==> src/rtl/hyper_axi_bist_pkg.sv <==
// Shared types, LFSR constants and step function for the HyperBus AXI BIST master.
package hyper_axi_bist_pkg;

    localparam int unsigned PkgAddrWidth = 32;
    localparam int unsigned PkgDataWidth = 64;
    localparam int unsigned PkgIdWidth   = 6;

    localparam logic [31:0] LfsrPoly        = 32'h8020_0003;
    localparam logic [31:0] LfsrDefaultSeed = 32'h1;

    typedef enum logic [2:0] {IDLE, WR_AW, WR_W, WR_B, RD_AR, RD_R, DONE} state_e;

    typedef struct packed {
        logic [PkgIdWidth-1:0]     aw_id;
        logic [PkgAddrWidth-1:0]   aw_addr;
        logic [7:0]                aw_len;
        logic [2:0]                aw_size;
        logic [1:0]                aw_burst;
        logic                      aw_valid;
        logic [PkgDataWidth-1:0]   w_data;
        logic [PkgDataWidth/8-1:0] w_strb;
        logic                      w_last;
        logic                      w_valid;
        logic                      b_ready;
        logic [PkgIdWidth-1:0]     ar_id;
        logic [PkgAddrWidth-1:0]   ar_addr;
        logic [7:0]                ar_len;
        logic [2:0]                ar_size;
        logic [1:0]                ar_burst;
        logic                      ar_valid;
        logic                      r_ready;
    } bist_axi_req_t;

    typedef struct packed {
        logic                    aw_ready;
        logic                    w_ready;
        logic [PkgIdWidth-1:0]   b_id;
        logic [1:0]              b_resp;
        logic                    b_valid;
        logic                    ar_ready;
        logic [PkgIdWidth-1:0]   r_id;
        logic [PkgDataWidth-1:0] r_data;
        logic [1:0]              r_resp;
        logic                    r_last;
        logic                    r_valid;
    } bist_axi_rsp_t;

    // Galois form, right shift: feedback taps applied when bit 0 falls out.
    function automatic logic [31:0] next_lfsr(input logic [31:0] s);
        return (s >> 1) ^ (s[0] ? LfsrPoly : 32'h0);
    endfunction

endpackage

==> src/rtl/hyper_axi_bist_lfsr.sv <==
// 32-bit pattern LFSR: load has priority over enable; a zero seed loads the default seed.
module hyper_axi_bist_lfsr
    import hyper_axi_bist_pkg::*;
(
    input  logic        clk_i,
    input  logic        rst_n,
    input  logic        load_i,
    input  logic        en_i,
    input  logic [31:0] seed_i,
    output logic [31:0] state_o
);

    logic [31:0] lfsr_q, lfsr_d;

    always_comb begin
        lfsr_d = lfsr_q;
        if (load_i) begin
            lfsr_d = (seed_i == 32'h0) ? LfsrDefaultSeed : seed_i;
        end else if (en_i) begin
            lfsr_d = next_lfsr(lfsr_q);
        end
    end

    always_ff @(posedge clk_i or posedge rst_n) begin
        if (rst_n) begin
            lfsr_q <= LfsrDefaultSeed;
        end else begin
            lfsr_q <= lfsr_d;
        end
    end

    assign state_o = lfsr_q;

endmodule

==> src/rtl/hyper_axi_bist.sv <==
// AXI4 BIST master: writes an LFSR pattern over a window in INCR bursts, reads back and compares.
// One transaction outstanding, stalls on AXI handshakes; HYPER_AXI_BIST_INJECT_EN adds a one-bit error injector.
module hyper_axi_bist
    import hyper_axi_bist_pkg::*;
#(
    parameter int unsigned AxiAddrWidth = 32,
    parameter int unsigned AxiDataWidth = 64,
    parameter int unsigned AxiIdWidth   = 6,
    parameter int unsigned MaxBurstLen  = 16,
    parameter type axi_req_t = hyper_axi_bist_pkg::bist_axi_req_t,
    parameter type axi_rsp_t = hyper_axi_bist_pkg::bist_axi_rsp_t
) (
    input  logic                    clk_i,
    input  logic                    rst_n,
`ifdef HYPER_AXI_BIST_INJECT_EN
    input  logic                    inject_i,
`endif
    input  logic                    start_i,
    input  logic [AxiAddrWidth-1:0] base_addr_i,
    input  logic [AxiAddrWidth-1:0] length_i,
    input  logic [31:0]             seed_i,
    output axi_req_t                axi_req_o,
    input  axi_rsp_t                axi_rsp_i,
    output logic                    busy_o,
    output logic                    done_o,
    output logic                    error_o,
    output logic [15:0]             err_count_o,
    output logic [AxiAddrWidth-1:0] first_err_addr_o
);

    localparam int unsigned BeatShift = $clog2(AxiDataWidth / 8);
    localparam int unsigned AlignBits = $clog2(MaxBurstLen * AxiDataWidth / 8);
    localparam logic [AxiAddrWidth-1:0] MaxBeats = AxiAddrWidth'(MaxBurstLen);

    state_e                  state_q, state_d;
    logic [AxiAddrWidth-1:0] base_q, base_d, addr_q, addr_d;
    logic [AxiAddrWidth-1:0] total_q, total_d, rem_q, rem_d;
    logic [AxiAddrWidth-1:0] first_err_q, first_err_d;
    logic [31:0]             seed_q, seed_d;
    logic [7:0]              beat_q, beat_d;
    logic [15:0]             err_cnt_q, err_cnt_d;
    logic                    error_q, error_d;

    logic                    lfsr_load, lfsr_en;
    logic [31:0]             lfsr_seed, lfsr_state;
    logic [AxiAddrWidth-1:0] burst_beats, burst_bytes, rd_beat_addr;
    logic [7:0]              ax_len;
    logic [AxiDataWidth-1:0] exp_beat, wr_beat;
    logic [AxiIdWidth-1:0]   axi_id;
    logic                    cfg_bad, last_burst, rd_bad;
    logic                    unused_rsp;

    assign axi_id       = '0;
    assign unused_rsp   = ^{axi_rsp_i.b_id, axi_rsp_i.r_id};
    assign burst_beats  = (rem_q > MaxBeats) ? MaxBeats : rem_q;
    assign burst_bytes  = burst_beats << BeatShift;
    assign ax_len       = 8'(burst_beats - 1'b1);
    assign last_burst   = (rem_q == burst_beats);
    assign rd_beat_addr = addr_q + (AxiAddrWidth'(beat_q) << BeatShift);
    assign exp_beat     = {(AxiDataWidth / 32){lfsr_state}};
    assign rd_bad       = (axi_rsp_i.r_data != exp_beat) || (axi_rsp_i.r_resp != 2'b00);
    assign cfg_bad      = (length_i == '0) || (length_i[BeatShift-1:0] != '0)
                       || (base_addr_i[AlignBits-1:0] != '0);
    // seed_i is only live on the start cycle; the read phase replays the latched copy
    assign lfsr_seed    = (state_q == IDLE) ? seed_i : seed_q;

`ifdef HYPER_AXI_BIST_INJECT_EN
    logic armed_q, armed_d, w_hs;
    assign w_hs    = (state_q == WR_W) && axi_rsp_i.w_ready;
    assign armed_d = armed_q ? !w_hs : inject_i;
    assign wr_beat = {exp_beat[AxiDataWidth-1:1], exp_beat[0] ^ armed_q};

    always_ff @(posedge clk_i or posedge rst_n) begin
        if (rst_n) armed_q <= 1'b0;
        else       armed_q <= armed_d;
    end
`else
    assign wr_beat = exp_beat;
`endif

    hyper_axi_bist_lfsr u_lfsr (
        .clk_i   (clk_i),
        .rst_n   (rst_n),
        .load_i  (lfsr_load),
        .en_i    (lfsr_en),
        .seed_i  (lfsr_seed),
        .state_o (lfsr_state)
    );

    always_comb begin
        state_d     = state_q;
        base_d      = base_q;
        addr_d      = addr_q;
        total_d     = total_q;
        rem_d       = rem_q;
        seed_d      = seed_q;
        beat_d      = beat_q;
        err_cnt_d   = err_cnt_q;
        error_d     = error_q;
        first_err_d = first_err_q;
        lfsr_load   = 1'b0;
        lfsr_en     = 1'b0;

        axi_req_o          = '0;
        axi_req_o.aw_id    = axi_id;
        axi_req_o.aw_addr  = addr_q;
        axi_req_o.aw_len   = ax_len;
        axi_req_o.aw_size  = 3'(BeatShift);
        axi_req_o.aw_burst = 2'b01;
        axi_req_o.w_data   = wr_beat;
        axi_req_o.w_strb   = '1;
        axi_req_o.w_last   = (beat_q == ax_len);
        axi_req_o.ar_id    = axi_id;
        axi_req_o.ar_addr  = addr_q;
        axi_req_o.ar_len   = ax_len;
        axi_req_o.ar_size  = 3'(BeatShift);
        axi_req_o.ar_burst = 2'b01;

        unique case (state_q)
            IDLE: begin
                if (start_i) begin
                    error_d     = cfg_bad;
                    err_cnt_d   = '0;
                    first_err_d = '0;
                    base_d      = base_addr_i;
                    addr_d      = base_addr_i;
                    total_d     = length_i >> BeatShift;
                    rem_d       = length_i >> BeatShift;
                    seed_d      = seed_i;
                    lfsr_load   = !cfg_bad;
                    state_d     = cfg_bad ? DONE : WR_AW;
                end
            end
            WR_AW: begin
                axi_req_o.aw_valid = 1'b1;
                beat_d = '0;
                if (axi_rsp_i.aw_ready) state_d = WR_W;
            end
            WR_W: begin
                axi_req_o.w_valid = 1'b1;
                if (axi_rsp_i.w_ready) begin
                    lfsr_en = 1'b1;
                    beat_d  = beat_q + 8'd1;
                    if (beat_q == ax_len) state_d = WR_B;
                end
            end
            WR_B: begin
                axi_req_o.b_ready = 1'b1;
                if (axi_rsp_i.b_valid) begin
                    if (axi_rsp_i.b_resp != 2'b00) error_d = 1'b1;
                    if (last_burst) begin
                        addr_d    = base_q;
                        rem_d     = total_q;
                        lfsr_load = 1'b1;
                        state_d   = RD_AR;
                    end else begin
                        addr_d  = addr_q + burst_bytes;
                        rem_d   = rem_q - burst_beats;
                        state_d = WR_AW;
                    end
                end
            end
            RD_AR: begin
                axi_req_o.ar_valid = 1'b1;
                beat_d = '0;
                if (axi_rsp_i.ar_ready) state_d = RD_R;
            end
            RD_R: begin
                axi_req_o.r_ready = 1'b1;
                if (axi_rsp_i.r_valid) begin
                    lfsr_en = 1'b1;
                    beat_d  = beat_q + 8'd1;
                    if (rd_bad) begin
                        error_d = 1'b1;
                        if (err_cnt_q != 16'hFFFF) err_cnt_d = err_cnt_q + 16'd1;
                        if (err_cnt_q == '0)       first_err_d = rd_beat_addr;
                    end
                    if (axi_rsp_i.r_last) begin
                        addr_d  = addr_q + burst_bytes;
                        rem_d   = rem_q - burst_beats;
                        state_d = last_burst ? DONE : RD_AR;
                    end
                end
            end
            DONE:    state_d = IDLE;
            default: state_d = IDLE;
        endcase
    end

    always_ff @(posedge clk_i or posedge rst_n) begin
        if (rst_n) begin
            state_q     <= IDLE;
            base_q      <= '0;
            addr_q      <= '0;
            total_q     <= '0;
            rem_q       <= '0;
            seed_q      <= '0;
            beat_q      <= '0;
            err_cnt_q   <= '0;
            error_q     <= 1'b0;
            first_err_q <= '0;
        end else begin
            state_q     <= state_d;
            base_q      <= base_d;
            addr_q      <= addr_d;
            total_q     <= total_d;
            rem_q       <= rem_d;
            seed_q      <= seed_d;
            beat_q      <= beat_d;
            err_cnt_q   <= err_cnt_d;
            error_q     <= error_d;
            first_err_q <= first_err_d;
        end
    end

    assign busy_o           = (state_q != IDLE);
    assign done_o           = (state_q == DONE);
    assign error_o          = error_q;
    assign err_count_o      = err_cnt_q;
    assign first_err_addr_o = first_err_q;

endmodule

==> config.mk <==
export PLATFORM = sky130hd
export DESIGN_NAME = hyper_axi_bist
export DESIGN_NICKNAME = d
export VERILOG_FILES = /design/src/rtl/hyper_axi_bist_pkg.sv /design/src/rtl/hyper_axi_bist_lfsr.sv /design/src/rtl/hyper_axi_bist.sv
export SDC_FILE = /design/constraint.sdc
export NUM_CORES = 1
export LEC_CHECK = 0
export CAP_MARGIN = 20
export CORE_UTILIZATION = 45
export DETAILED_ROUTE_END_ITERATION = 10
export MAX_ROUTING_LAYER = met4
export PLACE_DENSITY = 0.75
export SLEW_MARGIN = 20
export SYNTH_ARGS = -nofsm -noshare
export SYNTH_HDL_FRONTEND = slang
export SYNTH_HIERARCHICAL = 1
export SYNTH_SLANG_ARGS = --single-unit
==> constraint.sdc <==
create_clock -name clk_i -period 9.31 [get_ports clk_i]
set_input_delay 2.793 -clock clk_i [delete_from_list [all_inputs] [get_ports clk_i]]
set_output_delay 2.793 -clock clk_i [all_outputs]
set_load 0.02 [all_outputs]
==> flow_metrics.env <==
export IMPL_synth_top_cells_by_count="nand2_1 (543), dfrtp_1 (248), o21ai_0 (107)"
export IMPL_io_pins=416
export IMPL_wl_um=55400
export IMPL_final_cell_area_mm2=0.0206
export IMPL_crit_top_cell="nor3_1"
export IMPL_fin_setup_tns_ns=0
export IMPL_whs_path_depth=2
export IMPL_worstHoldStart="seed_q[23]$_DFFE_PP0P_"
export IMPL_crit_path_max_incr_delay_ns=0.70
export IMPL_fmax_mhz=132
export IMPL_cts_buffers=29
export IMPL_wire_per_inst_um=20.3
export IMPL_layout_setup_ws_ns=1.75
export IMPL_final_core_util=0.580
export IMPL_r2r_end="addr_q[31]$_DFFE_PP0P_"
export IMPL_holdPathEnd="seed_q[23]$_DFFE_PP0P_"
export IMPL_hold_violations=0
export IMPL_clkSlewWorstSetupHoldPaths_ns=0.06
export IMPL_area_growth_pct=27.5
export IMPL_start_util=0.455
export IMPL_post_cts_buffers=0
export IMPL_clk_latency_ns=0.56
export IMPL_cp_required_ns=6.52
export IMPL_synth_top_area_frac=0.384
export IMPL_end_kind="output port"
export IMPL_grt_ovfl_total=0
export IMPL_clockBufferDepth=3
export IMPL_reg2reg_from="rem_q[23]$_DFFE_PP0P_"
export IMPL_grt_pass1_wl_um=84300
export IMPL_drtAntennaViolNets=0
export IMPL_die_area_mm2=0.0366
export IMPL_cts_tree="yes"
export IMPL_cp_start_kind="flop"
export IMPL_antenna_found_initial=2
export IMPL_dp_cells=2673
export IMPL_crit_slowest_cell="clkdlybuf4s50_1"
export IMPL_numPortBuffers=373
export IMPL_drv_slew=0
export IMPL_num_vias=15800
export IMPL_core_mm2=0.0355
export IMPL_critPathMaxFanout=8
export IMPL_nNetsFinal=2473
export IMPL_relSlewSlack=0.271
export IMPL_post_synth_num_cell_types=92
export IMPL_first_pass_iters=6
export IMPL_grt_max_degree=105
export IMPL_drive_gt1_frac=0.0481
export IMPL_r2r_slack_ns=4.44
export IMPL_syn_avg_cell_area_um2=8.18
export IMPL_holdWs_ns=0.474
export IMPL_fin_cells=2728
export IMPL_synth_edff_count=0
export IMPL_rows=69
export IMPL_cp_arrival_ns=4.77
export IMPL_gp_congestion=0.948
export IMPL_pre_cts_ws_ns=2.40
export IMPL_clock_sinks=249
export IMPL_seq_area_frac_synth=0.386
export IMPL_holdCritPathClass="reg -> reg"
export IMPL_power_mw=7.32
export IMPL_setup_viol=0
export IMPL_chipHeight_um=191
export IMPL_irDropWorstVdd_mv=0.283
export IMPL_synth_most_common_cell="nand2_1"
export IMPL_drc=0
export IMPL_root_buffer="clkbuf_16"
export IMPL_cellPowerDensity_mw_per_mm2=355
export IMPL_yosys_register_bits=249
export IMPL_rsz0062_at_grt="no"
export IMPL_ff2ff_path_depth=15
export IMPL_holdBufCountCts=0
export IMPL_period_share=0.813
export IMPL_tightest_slew_ns=1.08
export IMPL_syn_area_mm2=0.0161
export IMPL_grt_pass1_vias=14800
export IMPL_status="completed"
export IMPL_die_w_um=191
export IMPL_dpl_cell_area_mm2=0.0196
export IMPL_ys_flop_type="dfrtp_1"
export IMPL_drt_iter0_markers=1651
export IMPL_htreeDepth=1
export IMPL_drv_cap=0
export IMPL_finClkSkew_ns=0.0256
export IMPL_yosys_area_top_type="dfrtp_1"
export IMPL_ctsResizeCount=0
export IMPL_crit_buf_inv=2
export IMPL_grt_usage=0.305
export IMPL_fin_crit_ns=7.56
export IMPL_synthArstFlopShare=1.00
export IMPL_cellLeakagePower_nw=8.95
export IMPL_yosysWarnings=6
export IMPL_syn_inst=1974
export IMPL_worstSetupPathType="reg -> out"
export IMPL_path_cells="nor3_1 > nand4_1 > nor3_2 > and2_1 > inv_1 > ha_1 > o41ai_2 > xnor2_1 > nor3_1 > a21o_1 > o2111a_1 > clkdlybuf4s50_1"
export IMPL_hpwlAfterDp_um=40400
export IMPL_path_delay_family="simple AND/OR/NAND/NOR gates"
export IMPL_ys_top_cells_by_area="dfrtp_1 (38%), nand2_1 (13%), buf_4 (4.9%)"
export IMPL_routed_via_density=5.78
[worst max-delay path by stage]
stage | startpoint | endpoint | depth (start not counted)
6_report | rem_q[23]$_DFFE_PP0P_ | axi_req_o[55] | 12
3_5_place_dp | rem_q[23]$_DFFE_PP0P_ | axi_req_o[55] | 12
4_1_cts | rem_q[23]$_DFFE_PP0P_ | axi_req_o[55] | 12
3_3_place_gp | rem_q[23]$_DFFE_PP0P_ | axi_req_o[55] | 12
2_1_floorplan | rst_n | addr_q[0]$_DFFE_PP0P_ | 1
5_1_grt | rem_q[23]$_DFFE_PP0P_ | axi_req_o[55] | 12
[cells by family after synthesis]
family / after synthesis / synth area share
and+or+nand+nor: 888 / 0.245
DFF: 249 / 0.386
other: 2 / 0.000465
adders and majority gates: 44 / 0.0350
muxes: 33 / 0.0205
AOI/OAI and AO/OA: 417 / 0.174
buffers and inverters: 241 / 0.0843
xor gates and xnor gates: 100 / 0.0547
[layout make-up]
cell class	count	area, um^2
Antenna cell	2	5.00
Timing Repair Buffer	390	3870
Clock inverter	13	148
Multi-Input combinational cell	1537	8800
Clock buffer	39	813
Tap cell	461	577
Sequential cell	249	6230
Fill cell	3168	14900
Inverter	37	146
[flip-flops by register name, summed over array words and instances (netlist names)]
signal	cells
seed_q	32
u_lfsr/state_o	32
state_q	3
base_q	32
error_o	1
first_err_addr_o	32
err_count_o	16
total_q	29
rem_q	32
beat_q	8
addr_q	32
[placed cells by master (no fill, tap or decap), types with 9 or more instances in the layout]
master,n
conb_1,55
clkdlybuf4s50_1,373
o21ai_1,23
a21oi_1,61
a221oi_1,25
ha_1,42
and3_1,20
a21o_1,16
nor3_1,52
nand3_1,32
and2_1,9
nand4_1,25
o211ai_1,10
xnor2_1,77
nor2_1,103
o21ai_0,106
a22oi_1,13
xor2_1,22
o31ai_1,31
dfrtp_1,248
nand2b_1,11
a222oi_1,16
inv_1,34
nor4_1,24
a31oi_1,17
buf_4,16
clkbuf_16,29
or3_1,19
mux2i_1,32
o22ai_1,14
nand2_1,542
[layer usage]
layer / part of all wire / vias to the layer above / wire length (um) / track usage
met5: 0 / - / 0 / -
met4: 0.035 / 0 / 1970 / 0.116
met3: 0.077 / 112 / 4250 / 0.0437
met2: 0.46 / 714 / 25200 / 0.459
met1: 0.43 / 7625 / 24000 / 0.415
li1: - / 7307 / - / -
[power breakdown]
part / internal (mW) / switching [mW]
combinational: 1.60 / 2.40
sequential: 1.55 / 0.624
clock: 0.691 / 0.467
[worst min-delay path, stage by stage (launching register included)]
cell	delay [ns]
dfrtp_1	0.34
nand2_1	0.05
nand2_1	0.05
Note: power is estimated with default switching activity, not from simulation.
